[config.mk]
export PLATFORM = sky130hd
export DESIGN_NAME = ucie_ctl_adapter_rdi_cfg_link
export DESIGN_NICKNAME = d
export VERILOG_FILES = /design/src/rtl/ucie_ctl_adapter_rdi_cfg_link.sv
export SDC_FILE = /design/constraint.sdc
export NUM_CORES = 1
export LEC_CHECK = 0
export ABC_AREA = 1
export CELL_PAD_IN_SITES_DETAIL_PLACEMENT = 1
export CELL_PAD_IN_SITES_GLOBAL_PLACEMENT = 2
export CORE_UTILIZATION = 25
export DETAILED_ROUTE_END_ITERATION = 8
export HOLD_SLACK_MARGIN = 0.08
export PLACE_DENSITY_LB_ADDON = 0.12
export SYNTH_ARGS = -nofsm -noshare
export SYNTH_HDL_FRONTEND = slang
export SYNTH_SLANG_ARGS = --single-unit
export TNS_END_PERCENT = 5
[constraint.sdc]
create_clock -name i_clk -period 4.73 [get_ports i_clk]
set_input_delay 0.946 -clock i_clk [delete_from_list [all_inputs] [get_ports i_clk]]
set_output_delay 0.946 -clock i_clk [all_outputs]
set_load 0.1 [all_outputs]
[src/rtl/ucie_ctl_adapter_rdi_cfg_link.sv]
// ucie_ctl_adapter_rdi_cfg_link: adapter-side RDI sideband config channel (credited TX, FIFO RX with credit return)
module ucie_ctl_adapter_rdi_cfg_link #(
  parameter int NC         = 32,
  parameter int TX_CREDITS = 4,
  parameter int RX_DEPTH   = 4,
  parameter int CNT_W      = $clog2((TX_CREDITS > RX_DEPTH ? TX_CREDITS : RX_DEPTH) + 1)
) (
  input  logic             i_clk,
  input  logic             i_rst_n,
  input  logic             i_credit_reinit,
  input  logic [NC-1:0]    i_tx_msg,
  input  logic             i_tx_msg_valid,
  output logic             o_tx_msg_ready,
  output logic [NC-1:0]    o_rdi_lp_cfg,
  output logic             o_rdi_lp_cfg_valid,
  input  logic             i_rdi_pl_cfg_crd,
  input  logic [NC-1:0]    i_rdi_pl_cfg,
  input  logic             i_rdi_pl_cfg_vld,
  output logic             o_rdi_lp_cfg_crd,
  output logic [NC-1:0]    o_rx_msg,
  output logic             o_rx_msg_valid,
  input  logic             i_rx_msg_ready,
  output logic [CNT_W-1:0] o_tx_credits,
  output logic [CNT_W-1:0] o_rx_count,
  output logic             o_err_credit_overflow,
  output logic             o_err_rx_overflow
);
  localparam int PW = RX_DEPTH > 1 ? $clog2(RX_DEPTH) : 1;
  localparam logic [CNT_W-1:0] TXC = CNT_W'(TX_CREDITS);
  localparam logic [CNT_W-1:0] RXD = CNT_W'(RX_DEPTH);
  localparam logic [PW-1:0] LAST = PW'(RX_DEPTH - 1);

  logic [CNT_W-1:0] cred_q, cred_d, cnt_q, cnt_d;
  logic [PW-1:0]    wr_q, rd_q;
  logic [NC-1:0]    mem_q [RX_DEPTH];
  logic [NC-1:0]    lp_cfg_q;
  logic             lp_vld_q, crd_q, err_cr_q, err_rx_q;
  logic             send, pop, full, push, rx_ovf, cr_ovf;

  function automatic logic [PW-1:0] nxt(input logic [PW-1:0] p);
    return p == LAST ? '0 : p + PW'(1);
  endfunction

  always_comb begin
    send   = i_tx_msg_valid & (cred_q != '0);
    cr_ovf = i_rdi_pl_cfg_crd & ~send & (cred_q == TXC);
    cred_d = (send & ~i_rdi_pl_cfg_crd) ? cred_q - CNT_W'(1) :
             (i_rdi_pl_cfg_crd & ~send & ~cr_ovf) ? cred_q + CNT_W'(1) : cred_q;
    pop    = (cnt_q != '0) & i_rx_msg_ready;
    full   = cnt_q == RXD;
    // a full FIFO still takes a push when the head leaves in the same cycle
    push   = i_rdi_pl_cfg_vld & (~full | pop);
    rx_ovf = i_rdi_pl_cfg_vld & full & ~pop;
    cnt_d  = (push & ~pop) ? cnt_q + CNT_W'(1) : (pop & ~push) ? cnt_q - CNT_W'(1) : cnt_q;
  end

  always_ff @(posedge i_clk or negedge i_rst_n) begin
    if (!i_rst_n) begin
      cred_q   <= TXC;
      cnt_q    <= '0;
      wr_q     <= '0;
      rd_q     <= '0;
      mem_q    <= '{default: '0};
      lp_cfg_q <= '0;
      lp_vld_q <= 1'b0;
      crd_q    <= 1'b0;
      err_cr_q <= 1'b0;
      err_rx_q <= 1'b0;
    end else if (i_credit_reinit) begin
      cred_q   <= TXC;
      cnt_q    <= '0;
      wr_q     <= '0;
      rd_q     <= '0;
      lp_vld_q <= 1'b0;
      crd_q    <= 1'b0;
      err_cr_q <= 1'b0;
      err_rx_q <= 1'b0;
    end else begin
      cred_q   <= cred_d;
      cnt_q    <= cnt_d;
      lp_vld_q <= send;
      crd_q    <= pop;
      err_cr_q <= err_cr_q | cr_ovf;
      err_rx_q <= err_rx_q | rx_ovf;
      if (send) lp_cfg_q <= i_tx_msg;
      if (push) begin
        mem_q[wr_q] <= i_rdi_pl_cfg;
        wr_q        <= nxt(wr_q);
      end
      if (pop) rd_q <= nxt(rd_q);
    end
  end

  always_comb begin
    o_tx_msg_ready        = cred_q != '0;
    o_rdi_lp_cfg          = lp_cfg_q;
    o_rdi_lp_cfg_valid    = lp_vld_q;
    o_rdi_lp_cfg_crd      = crd_q;
    o_rx_msg              = mem_q[rd_q];
    o_rx_msg_valid        = cnt_q != '0;
    o_tx_credits          = cred_q;
    o_rx_count            = cnt_q;
    o_err_credit_overflow = err_cr_q;
    o_err_rx_overflow     = err_rx_q;
  end
endmodule

==> impl_metrics.py <==
metrics = {
    "drt": {
        "drt-total-wl_um": 22300,
        "drt-pass1-iter-count": 4,
        "drcViolationCount": 0,
        "wire_per_inst_um": 16.1,
        "ant_nets": 0,
        "vias": 6090,
        "drtIter0Drc": 361,
        "via_per_inst": 4.40,
    },
    "clock_network": {
        "cts_tree": "built",
        "cts-root-buf": "clkbuf_16",
        "htreeDepth": 4,
        "cts.sinks": 174,
        "post-cts-setup-buffers": 0,
        "holdBufCountCts": 0,
        "cts-resized-gates": 0,
        "clk_pin_slew_ns": 0.07,
        "cts_buffer_depth": 2,
        "clkLatencyLatePin_ns": 0.44,
        "numCtsBuffers": 17,
    },
    "cells_and_area": {
        "final_common_cell": "nand2_1",
        "most-common-layout-cells": "244 x nand2_1, 172 x dfrtp_1, 113 x clkdlybuf4s50_1",
        "area_growth_pct": 27.9,
        "drive_gt1_share_pct": 11.1,
        "nNetsFinal": 1058,
        "antenna_cells": 0,
        "fillerInstances": 3473,
    },
    "global_routing": {
        "grt_pass1_wl_um": 36200,
        "grt_max_degree": 101,
        "grt_antenna_before_repair": 1,
        "grt_usage_pct": 15.0,
        "grt_overflow_total": 0,
        "grt_pass1_vias": 6556,
    },
    "timing": {
        "post-route-min-period_ns": 3.29,
        "worstMarginPinSlew_ns": 1.06,
        "setup_tns_ns": 0,
        "finalCritPeriodShare_pct": 69.7,
        "slew_headroom_pct": 29.0,
        "finClkSkew_ns": 0.0128,
        "final_hold_viol_count": 0,
        "setup_viol": 0,
        "rsz0062_at_grt": "no",
        "finalMaxSlewViolations": 0,
        "max_clock_freq_mhz": 304,
        "finalWorstSetupSlack_ns": 1.44,
    },
    "worst_setup_path": {
        "worst_path_most_repeated_cell": "buf_4",
        "critical_path.top_delay_family": "buffers and inverters",
        "critPathLaunch": "rd_q[0]",
        "cp-end-kind": "primary output",
        "path_depth": 5,
        "path_buf_inv": 3,
        "critPathMaxFanout": 43,
        "path_cells": "inv_2 -> buf_4 -> o21ai_0 -> o22ai_1 -> buf_4",
        "critPathSlowestCell": "inv_2",
        "cpPeakStageDelay_ns": 0.60,
        "required_ns": 3.78,
        "ff2ff_path_depth": 8,
        "cp.arrival_ns": 2.35,
        "start_kind": "register",
        "worstSetupPathType": "register to primary output",
        "reg2reg_from": "o_tx_credits[1]",
    },
    "synthesis": {
        "synthFlopType": "dfrtp_1",
        "postSynthAreaPerCell_um2": 9.01,
        "ys_ff_latch": 174,
        "yosys.area_share.simple_pct": 17.6,
        "yosysSeqAreaShare_pct": 56.5,
        "synth_edf_count": 0,
        "synth_cell_type_count": 27,
        "synth_compound_area_share_pct": 16.9,
        "ys_warn_count": 0,
        "synth_mux_area_share_pct": 0,
        "syn_area_mm2": 0.00771,
        "synth_nets": 934,
        "synth_top_family_by_area": "simple AND/OR/NAND/NOR gates",
        "synth-xor-area-share_pct": 0.114,
        "syn_inst": 856,
        "synth-async-reset-ratio_pct": 100,
        "synthAdderAreaFrac_pct": 1.33,
    },
    "placement": {
        "place_congestion": 0.697,
        "place_ws_ns": 1.82,
        "dp_hpwl_um": 13500,
        "port_buffers": 146,
    },
    "die": {
        "core_region_area_mm2": 0.0300,
        "io_pins": 147,
        "rows": 63,
        "start_util_pct": 25.7,
        "dieArea_mm2": 0.0316,
        "die-height_um": 178,
        "die_width_um": 178,
    },
    "min_path": {
        "min_from": "o_rdi_lp_cfg[7]",
        "hold_depth": 2,
        "min_path_type": "register to register",
    },
    "run": {
        "maxCapViolations": 0,
    },
    "outcome": {
        "status": "finished clean",
    },
}
==> worst reg2reg max path: stages (launching register included) <==
cell and delay, ns:
dfrtp_1 0.45, nor2_1 0.21, nand2_1 0.13, nand2_1 0.16
nor2_4 0.04, buf_4 0.26, inv_2 0.49, nand2_1 0.12
nand2_1 0.09
==> per-layer routing <==
layer	track usage [%]	vias to the layer above	share of wire (%)
met1	19.9	2926	49
li1	-	3043	-
met3	4.84	13	5.7
met5	0	-	0.058
met4	3.95	2	0.80
met2	23.3	106	44
==> through the flow <==
step	std cells	cell area (um2)	hold slack [ns]	utilization, %
final	1383	9870	0.474	32.9
after global routing	1383	9870	0.494	32.9
after CTS	1383	9870	0.479	32.9
after detailed placement	1351	9280	0.462	30.9
after global placement	1351	9280	0.452	30.9
after floorplan	856	7710	0.450	-
==> layout make-up <==
| class | instances | area [um2] | area share [%] |
|---|---|---|---|
| clock buffer | 18 | 439 | 4.45 |
| sequential | 174 | 4360 | 44.2 |
| multi-input combinational | 580 | 2770 | 28.1 |
| tap | 390 | 488 | 4.95 |
| timing repair buffer | 155 | 1460 | 14.8 |
| clock inverter | 14 | 150 | 1.52 |
| inverter | 52 | 195 | 1.98 |
==> sequential cells by signal (all words and copies together) (netlist names), 2 cells and up <==
| name | count |
|---|---|
| rd_q | 2 |
| o_rx_count | 3 |
| o_rdi_lp_cfg | 32 |
| wr_q | 2 |
| mem_q | 128 |
| o_tx_credits | 3 |
==> Yosys cell counts (2+ instances only) <==
master    number  area share, %
inv_1         49            2.4
o21ai_0       73            4.7
buf_2          8           0.52
nand2_4        5           0.73
o21ai_1      107            6.9
nand3_1        9           0.58
buf_4          3           0.29
dfrtp_1      173             56
ha_1           5           0.81
inv_2          3           0.15
buf_6         24            3.5
o22ai_1       33            2.7
nand4_1        2           0.16
nor2_1        71            3.5
fa_1           2           0.52
o21ai_2       21            2.4
nand2_1      244             12
clkbuf_1      15           0.73
==> final timing paths <==
check | endpoint | slack (ns)
max | o_rx_msg[19] | 1.44
min | o_rdi_lp_cfg[7] | 0.47
max reg2reg | o_rdi_lp_cfg[14] | 2.74
min reg2reg | o_rdi_lp_cfg[7] | 0.47
max in group asynchronous | mem_q[40] | 3.25
min in group asynchronous | mem_q[49] | 0.61
==> cell families (layout without fill, tap and decap cells) <==
| group | after synthesis | after routing |
|---|---|---|
| XOR/XNOR | 1 | 1 |
| AND/OR/NAND/NOR | 336 | 336 |
| adder cells (fa/ha/maj) | 7 | 7 |
| buffers and inverters | 102 | 239 |
| flip-flops | 174 | 174 |
| AO/OA/AOI/OAI | 236 | 236 |
Power is left out: the tool's default activity adds up to more than one toggle a clock period on the data nets, which glitch-free logic cannot reach.
